## src/rtl/solver_pkg.sv

```systemverilog
// Shared types and geometry for the solver grid and its init/readback helpers.
// The grid is 6x6 patches of 4x4 nodes; index math elsewhere assumes these values.
package solver_pkg;

    localparam int PATCH_NUM_DIMENSION = 6;
    localparam int PATCH_SIZE          = 4;
    localparam int DATA_WIDTH          = 18;
    localparam int GRID_DIM            = PATCH_NUM_DIMENSION * PATCH_SIZE;
    localparam int NODE_TOTAL          = GRID_DIM * GRID_DIM;

    localparam int PIDX_W  = 6;
    localparam int NIDX_W  = 4;
    localparam int CNT_W   = 10;
    localparam int COORD_W = 5;

    localparam logic [COORD_W-1:0] LAST_COORD = COORD_W'(GRID_DIM - 1);

    typedef logic signed [DATA_WIDTH-1:0] node_t;

    typedef enum logic [1:0] {
        IDLE = 2'd0,
        LOAD = 2'd1,
        ARM  = 2'd2,
        RUN  = 2'd3
    } loader_state_t;

endpackage

```

## src/rtl/raster_to_patch.sv

```systemverilog
// Combinational raster (row, col) to (patch, node) mapping for the 24x24 grid.
// Shift-and-add only so it can be shared with a future readback block.
module raster_to_patch
    import solver_pkg::*;
(
    input  logic [COORD_W-1:0] row_i,
    input  logic [COORD_W-1:0] col_i,
    output logic [PIDX_W-1:0]  patch_o,
    output logic [NIDX_W-1:0]  node_o
);

    logic [PIDX_W-1:0] prow;
    logic [PIDX_W-1:0] pcol;

    assign prow = {3'b000, row_i[4:2]};
    assign pcol = {3'b000, col_i[4:2]};

    // prow*6 + pcol
    assign patch_o = (prow << 2) + (prow << 1) + pcol;
    assign node_o  = {row_i[1:0], col_i[1:0]};

endmodule

```

## src/rtl/patch_init_loader.sv

```systemverilog
// Streams a raster-order initial displacement profile into the grid's init
// storage, then arms the solver. All outputs are registered.
//
// Handshake: a beat transfers on a rising edge where in_valid and in_ready
// are both high and load_start is low; in_data must be stable while in_valid.
module patch_init_loader
    import solver_pkg::*;
(
    input  logic                  clock,
    input  logic                  reset,
    input  logic                  load_start,
    input  logic                  in_valid,
    input  logic [DATA_WIDTH-1:0] in_data,
    output logic                  in_ready,
    output logic                  wr_en,
    output logic [PIDX_W-1:0]     wr_patch,
    output logic [NIDX_W-1:0]     wr_node,
    output logic [DATA_WIDTH-1:0] wr_data,
    output logic                  init_done,
    output logic                  solver_enable,
    output logic                  busy,
    output logic [1:0]            dbg_state
);

    loader_state_t       state_q;
    logic [COORD_W-1:0]  row_q;
    logic [COORD_W-1:0]  col_q;
    logic                in_ready_q;
    logic                wr_en_q;
    logic [PIDX_W-1:0]   wr_patch_q;
    logic [NIDX_W-1:0]   wr_node_q;
    node_t               wr_data_q;
    logic                init_done_q;
    logic                solver_enable_q;
    logic                busy_q;

    logic [PIDX_W-1:0]   patch_d;
    logic [NIDX_W-1:0]   node_d;

    raster_to_patch u_map (
        .row_i   (row_q),
        .col_i   (col_q),
        .patch_o (patch_d),
        .node_o  (node_d)
    );

    always_ff @(posedge clock or negedge reset) begin
        if (!reset) begin
            state_q         <= IDLE;
            row_q           <= '0;
            col_q           <= '0;
            in_ready_q      <= 1'b0;
            wr_en_q         <= 1'b0;
            wr_patch_q      <= '0;
            wr_node_q       <= '0;
            wr_data_q       <= '0;
            init_done_q     <= 1'b0;
            solver_enable_q <= 1'b0;
            busy_q          <= 1'b0;
        end else begin
            wr_en_q     <= 1'b0;
            init_done_q <= 1'b0;
            case (state_q)
                IDLE: begin
                    if (load_start) begin
                        state_q    <= LOAD;
                        row_q      <= '0;
                        col_q      <= '0;
                        in_ready_q <= 1'b1;
                        busy_q     <= 1'b1;
                    end
                end
                LOAD: begin
                    if (load_start) begin
                        row_q <= '0;
                        col_q <= '0;
                    end else if (in_valid && in_ready_q) begin
                        wr_en_q    <= 1'b1;
                        wr_patch_q <= patch_d;
                        wr_node_q  <= node_d;
                        wr_data_q  <= node_t'(in_data);
                        if (col_q == LAST_COORD) begin
                            col_q <= '0;
                            if (row_q == LAST_COORD) begin
                                // Dropping ready on this edge blocks a 577th beat.
                                row_q      <= '0;
                                state_q    <= ARM;
                                in_ready_q <= 1'b0;
                            end else begin
                                row_q <= row_q + 1'b1;
                            end
                        end else begin
                            col_q <= col_q + 1'b1;
                        end
                    end
                end
                ARM: begin
                    state_q         <= RUN;
                    init_done_q     <= 1'b1;
                    solver_enable_q <= 1'b1;
                    busy_q          <= 1'b0;
                end
                RUN: begin
                    if (load_start) begin
                        // Freeze the solver before the first new write lands.
                        state_q         <= LOAD;
                        row_q           <= '0;
                        col_q           <= '0;
                        in_ready_q      <= 1'b1;
                        busy_q          <= 1'b1;
                        solver_enable_q <= 1'b0;
                    end
                end
                default: begin
                    state_q <= IDLE;
                end
            endcase
        end
    end

    assign in_ready      = in_ready_q;
    assign wr_en         = wr_en_q;
    assign wr_patch      = wr_patch_q;
    assign wr_node       = wr_node_q;
    assign wr_data       = wr_data_q;
    assign init_done     = init_done_q;
    assign solver_enable = solver_enable_q;
    assign busy          = busy_q;
    assign dbg_state     = state_q;

endmodule

```

## config.mk

```make
export PLATFORM = sky130hd
export DESIGN_NAME = patch_init_loader
export DESIGN_NICKNAME = d
export VERILOG_FILES = /design/src/rtl/solver_pkg.sv /design/src/rtl/raster_to_patch.sv /design/src/rtl/patch_init_loader.sv
export SDC_FILE = /design/constraint.sdc
export NUM_CORES = 1
export LEC_CHECK = 0
export ABC_AREA = 1
export CAP_MARGIN = 20
export CORE_MARGIN = 2
export CORE_UTILIZATION = 25
export CTS_BUF_LIST = sky130_fd_sc_hd__clkbuf_2 sky130_fd_sc_hd__clkbuf_4 sky130_fd_sc_hd__clkbuf_8
export CTS_CLUSTER_DIAMETER = 150
export DETAILED_ROUTE_END_ITERATION = 10
export PLACE_DENSITY = 0.58
export REMOVE_ABC_BUFFERS = 1
export SLEW_MARGIN = 20
export SYNTH_ARGS = -nofsm -noshare
export SYNTH_HDL_FRONTEND = slang
export SYNTH_SLANG_ARGS = --single-unit
```

## constraint.sdc

```tcl
create_clock -name clock -period 2.2 [get_ports clock]
set_clock_uncertainty 0.2 [all_clocks]
set_input_delay 0.44 -clock clock [delete_from_list [all_inputs] [get_ports clock]]
set_output_delay 0.44 -clock clock [all_outputs]
set_load 0.02 [all_outputs]
```

==> impl_summary.txt, run 1 <==
----------------------------------------------------
[Critical path]
  Arrival time at the worst endpoint ... 2.16 ns
  Critical path launch point type ... register
  Kind of end point of the critical path ... register
  Critical path fanouts, max ... 2
  Required @ worst endpoint ... 2.24 ns
  Worst setup path category ... register to register

[Placement]
  # port buffers ... 56
  Final HPWL from detailed placement ... 3.40 mm
  Cell total after placement ... 416
  Weighted congestion reported at the end of routability-driven placement ... 0.738
  Post-detailed-placement cell area ... 2890 sq um
  Worst setup timing slack at the placement stage ... 0.0224 ns

[Layout]
  Top library cells by usage in the layout, fill and taps aside ... nand2_1 (109), clkdlybuf4s50_1 (55), dfrtp_1 (45)
  Final nets ... 356
  Fraction of final layout cells sized beyond drive strength 1 ... 10.3%
  Cell area after layout ... 3010 sq um
  Fillcell total ... 850
  Most common cell after layout, fill and taps aside ... nand2_1
  Non-filler cells, final ... 425
  Antenna fix cells ... 0
  Layout Area Growth over Synthesis ... 38.7%

[Clock tree]
  Clk Latency, worst-skew pair ... 0.30 ns
  # clock sinks ... 45
  CTS root buf ... clkbuf_8
  CTS Buf Count ... 5
  CTS clk-pin slew, worst paths ... 0.08 ns
  CTS H-tree lvls ... 2
  CTS Buffer Depth ... 2
  Clock tree from TritonCTS ... yes

[Global route]
  Global-route wire length before repair ... 8.20 mm
  Total global-route track usage ... 10.5%
  Via count of the first global-routing pass ... 1791
  Antenna violations before repair ... 0
  Grt total ovfl ... 0
  Maximum number of pins on one net before global-route repair ... 32

[Timing]
  Final number of max-transition violations ... 0
  Min setup slack post-route ... 0.0770 ns
  Final period demand of the worst path ... 2.12 ns
  Final number of hold-violating endpoints ... 0
  Slew of the pin with the lowest slew margin ... 0.650 ns
  Number of setup violations in the final report ... 0
  Final-layout setup total negative slack ... 0 ns
  Relative slew slack ... 56.6%
  Final worst path period share ... 96.5%
  Setup repair after global routing missed its margin ... no
  Worst Hold Slack ... 0.274 ns
  Max Freq ... 0.471 GHz

[Power and ir drop]
  Power per unit of standard cell area ... 1220 nW/um^2
  Leakage Power ... 1.50 nW
  Worst supply voltage drop on vdd ... 0.495 mV

[Detailed routing]
  Average wire length per cell after detail routing ... 11.0 microns
  Via density per instance ... 4.21
  Number of vias in the routed layout ... 1788
  Antenna Nets Post-Route ... 0
  Number of remaining DRC errors ... 0
  Violation count after the first detailed-route iteration ... 65
  Total iterations of the first detailed-routing run ... 4
  Drt total wl ... 4.66 mm

[Yosys]
  Post-synthesis average cell area ... 8.64 sq um
  Cell taking the most area after synthesis ... dfrtp_1
  Share of synthesized registers carrying an async set or reset ... 100%
  Top-area cell type share of the netlist area ... 51.9%
  Number of synthesized register bits ... 45
  Number of cells produced by synthesis ... 251
  Yosys warning total ... 0
  Count of flip-flops with a built-in enable after synthesis ... 0
  Number of unique standard cell types used by synthesis ... 23
  Synth top area cells ... dfrtp_1 (52%), nand2_1 (19%), ha_1 (7.5%), inv_1 (3.3%), nor2_1 (2.4%)
  Netlist area before placement ... 2170 sq um
  Seq/Total Area, Yosys ... 51.9%
  Dominant synthesized flop cell ... dfrtp_1

[Floorplanning]
  Area of the core ... 8300 sq um
  Die area ... 9430 sq um
  Effective utilization at floorplan ... 26.1%
  Floorplan row count ... 33
  Vertical die dimension ... 97.1 microns
  Horizontal die dimension ... 97.1 microns
  IO Count ... 57

[Status]
  Status ... finished clean

[Worst hold path]
  Hold/Removal Path Class ... register to register

[Job]
  Max_cap viols ... 0

----------------------------------------------------
-- through the flow --
step / power, mW / utilization [%]
2_1_floorplan: 2.32 / -
3_3_place_gp: 3.13 / 34.8
3_5_place_dp: 3.15 / 34.8
4_1_cts: 3.70 / 36.1
5_1_grt: 3.96 / 36.2
6_report: 3.66 / 36.2
-- sequential cells by signal (all words and copies together), names as in the netlist --
register / cells
col_q: 5
wr_node: 4
dbg_state: 2
wr_data: 18
wr_patch: 6
init_done: 1
solver_enable: 1
row_q: 5
wr_en: 1
in_ready: 1
busy: 1
-- power breakdown --
part / leakage [nW] / total (mW) / switching, mW / internal, mW
sequential: 0.583 / 1.30 / 0.181 / 1.12
clock: 0.0512 / 0.536 / 0.281 / 0.255
combinational: 0.869 / 1.82 / 1.03 / 0.795
-- Yosys cell counts (3+ instances only) --
cell type	instances
ha_1	13
nand2_1	109
o21ai_2	4
dfrtp_1	45
nor2_1	14
a21oi_1	3
inv_1	19
buf_2	4
o21ai_0	6
nand3_1	7
o21ai_1	6
nand4_1	5
-- cell type report --
class                   count  area, sq um  area share [%]
clock inverters             2         13.8           0.458
flip-flops and latches     45         1130            37.5
inverters                  21         78.8            2.62
well taps                 105          131            4.37
clock buffers               6         82.6            2.75
multi-input cells         179          933            31.0
repair buffers             67          641            21.3
-- what timing repair did --
item	in CTS	in global routing
resized for setup	0	4
setup endpoints to repair	0	2
hold buffers	1	0
hold endpoints to repair	27	0
buffers inserted	0	0
-- worst max-delay path: stages, from the launching register on --
cell,delay [ns]
dfrtp_1,0.37
inv_1,0.07
fa_1,0.52
inv_1,0.04
ha_2,0.19
fa_2,0.55
nand2_1,0.05
nand2_1,0.07
-- path summary, 6_finish.rpt --
kind                        startpoint           to  slack, ns  cells past startpoint
setup / recovery              row_q[2]  wr_patch[3]       0.08                      7
hold / removal             wr_data[16]  wr_data[16]       0.27                      2
setup reg to reg              row_q[2]  wr_patch[3]       0.08                      7
hold reg to reg            wr_data[16]  wr_data[16]       0.27                      2
max in group asynchronous        reset  wr_patch[2]       0.72                      3
min in group asynchronous        reset  wr_data[12]       0.50                      2
-- per-layer routing --
| metal | global-route usage [%] | vias up | routed length (microns) |
|---|---|---|---|
| met3 | 3.88 | 5 | 298 |
| met4 | 3.47 | 0 | 66 |
| met1 | 13.2 | 813 | 2230 |
| li1 | - | 917 | - |
| met5 | 0 | - | 0 |
| met2 | 16.9 | 53 | 2060 |
-- cell families after synthesis --
family,count (synthesis),share of synthesized area [%]
simple gates,139,26.0
xor+xnor,3,1.21
fa+ha+maj,15,9.35
buf+inv,27,5.42
compound gates,22,6.12
flops,45,51.9
Power figures use the tool's default switching activity.
==> run 2: changes to the inputs <==
CTS_BUF_LIST = sky130_fd_sc_hd__clkbuf_16   (was sky130_fd_sc_hd__clkbuf_2 sky130_fd_sc_hd__clkbuf_4 sky130_fd_sc_hd__clkbuf_8)
TNS_END_PERCENT = 30   (was not set)
==> impl_summary.txt, run 2 (synthesized netlist as in run 1, its figures left out) <==
----------------------------------------------------
[Layout]
  Top library cells by usage in the layout, fill and taps aside ... nand2_1 (109), clkdlybuf4s50_1 (55), dfrtp_1 (45)
  Most common cell after layout, fill and taps aside ... nand2_1
  Cell area after layout ... 3040 sq um (+1.2%)
  Core occupancy in the finished layout ... 36.7% (+0.44 points)
  Layout Area Growth over Synthesis ... 40.3%
  Final nets ... 355 (-0.28%)
  Fraction of final layout cells sized beyond drive strength 1 ... 10.0% (-0.28 points)
  Antenna fix cells ... 0 (unchanged)
  Max FFs per register ... 18 (unchanged)

[Placement]
  # port buffers ... 56 (unchanged)
  Weighted congestion reported at the end of routability-driven placement ... 0.738 (unchanged)
  Post-detailed-placement cell area ... 2890 sq um (unchanged)
  Final HPWL from detailed placement ... 3.40 mm (unchanged)

[Clock tree]
  Clock tree from TritonCTS ... yes
  Clk Latency, worst-skew pair ... 0.28 ns (-0.02 ns)
  Post-cts hold buffer count ... 0 (-1)
  CTS H-tree lvls ... 2 (unchanged)
  Cts repair resizes ... 0 (unchanged)
  Post-CTS setup buffer count ... 0 (unchanged)
  CTS Buffer Depth ... 2 (unchanged)
  CTS Buf Count ... 5 (unchanged)
  CTS clk-pin slew, worst paths ... 0.06 ns (-0.02 ns)
  # clock sinks ... 45 (unchanged)
  CTS root buf ... clkbuf_16

[Timing]
  Number of setup violations in the final report ... 0 (unchanged)
  Final number of max-transition violations ... 0 (unchanged)
  Final number of hold-violating endpoints ... 27 (+27)
  Max Freq ... 0.478 GHz (+1.4%)
  Slew of the pin with the lowest slew margin ... 0.648 ns (-0.00189 ns)
  Final period demand of the worst path ... 2.09 ns (-0.0296 ns)
  Relative slew slack ... 56.8% (+0.13 points)
  Final worst path period share ... 95.2% (-1.3 points)
  Worst Hold Slack ... -0.0148 ns (-0.289 ns)
  Setup repair after global routing missed its margin ... no

[Detailed routing]
  Drt total wl ... 4.63 mm (-0.75%)
  Number of remaining DRC errors ... 0 (unchanged)
  Antenna Nets Post-Route ... 0 (unchanged)
  Via density per instance ... 4.17 (-0.77%)
  Average wire length per cell after detail routing ... 10.9 microns (-0.52%)
  Violation count after the first detailed-route iteration ... 62 (-4.6%)
  Total iterations of the first detailed-routing run ... 4 (unchanged)
  Number of vias in the routed layout ... 1770 (-1.0%)

[Floorplanning]
  Die area ... 9430 sq um (unchanged)
  Vertical die dimension ... 97.1 microns (unchanged)
  Floorplan row count ... 33 (unchanged)
  Effective utilization at floorplan ... 26.1% (unchanged)
  Area of the core ... 8300 sq um (unchanged)
  Horizontal die dimension ... 97.1 microns (unchanged)
  IO Count ... 57 (unchanged)

[Critical path]
  Critical path launch point type ... register
  Kind of end point of the critical path ... register
  Required @ worst endpoint ... 2.22 ns (-0.02 ns)
  Critical path fanouts, max ... 2 (unchanged)
  Worst setup path category ... register to register
  Arrival time at the worst endpoint ... 2.11 ns (-0.05 ns)

[Global route]
  Total global-route track usage ... 10.4% (-0.11 points)
  Global-route wire length before repair ... 8.18 mm (-0.26%)
  Grt total ovfl ... 0 (unchanged)
  Antenna violations before repair ... 0 (unchanged)
  Via count of the first global-routing pass ... 1772 (-1.1%)
  Maximum number of pins on one net before global-route repair ... 32 (unchanged)

[Power and ir drop]
  Overall power ... 3.84 mW (+4.9%)
  Leakage Power ... 1.52 nW (+1.1%)
  Power per unit of standard cell area ... 1260 nW/um^2 (+3.6%)
  Worst supply voltage drop on vdd ... 0.495 mV (-0.11%)

[Status]
  Violations in the final reports ... hold timing
  Status ... complete, but fails checks

[Job]
  Max_cap viols ... 0 (unchanged)

[Worst hold path]
  Hold/Removal Path Class ... input pin to asynchronous set/reset pin

----------------------------------------------------
run 2: changes by cell type in the layout (fill, tap and decap cells not counted), sizes merged:
cell         previous run  this run
clkbuf                  6         5
clkinv                  2         3
dlygate4sd3             1         0
run 2: report_power, final:
group | internal, mW | switching, mW
Sequential | 1.12 | 0.181
Clock | 0.416 | 0.297
Combinational | 0.794 | 1.03
run 2: worst paths after layout:
path / start / endpoint / slack [ns] / cells after the start
worst min-delay path: reset / wr_data[12] / -0.01 / 1
worst min register to register: wr_data[16] / wr_data[16] / 0.27 / 2
min in group clock: wr_data[16] / wr_data[16] / 0.27 / 2
worst max register to register: row_q[2] / wr_patch[3] / 0.11 / 7
max in group asynchronous: reset / wr_patch[2] / 1.23 / 2
worst max-delay path: row_q[2] / wr_patch[3] / 0.11 / 7
run 2: worst max-delay path: stages, from the launching register on:
cell	delay [ns]
dfrtp_1	0.34
inv_1	0.06
fa_1	0.52
inv_1	0.04
ha_2	0.19
fa_2	0.55
nand2_1	0.05
nand2_1	0.07
run 2: cell type report:
class	instances	area (sq um)
clock buffer	5	125
clock inverter	3	17.5
fill	838	5260
inverter	21	78.8
multi-input combinational	179	933
sequential	45	1130
tap	105	131
timing repair buffer	66	631
run 2: per-layer routing:
metal	track usage [%]	wire length (microns)	vias to the layer above	part of all wire, %
li1	-	-	917	-
met1	13.1	2170	801	47
met2	16.9	2110	46	46
met3	3.67	290	6	6.3
met4	3.14	55	0	1.2
met5	0	0	-	0
run 2: stage by stage:
step,std cells,setup slack [ns],setup TNS (ns)
3_3_place_gp,416,0.0442,0
3_5_place_dp,416,0.0224,0
5_1_grt,424,0.00993,0
2_1_floorplan,245,-0.0508,-0.0508
4_1_cts,424,0.0282,0
6_report,424,0.107,0
==> run 3: changes to the inputs <==
--- a/constraint.sdc
+++ b/constraint.sdc
@@ -4,2 +4,2 @@
 set_output_delay 0.44 -clock clock [all_outputs]
-set_load 0.02 [all_outputs]
+set_load 0.01 [all_outputs]
==> results of run 3 <==
The final DEF is identical to that of run 2. Status: complete, but fails checks: hold timing.
Main changes from that run: total power 3.84 mW -> 3.63 mW; worst IR drop on VDD 0.495 mV -> 0.475 mV
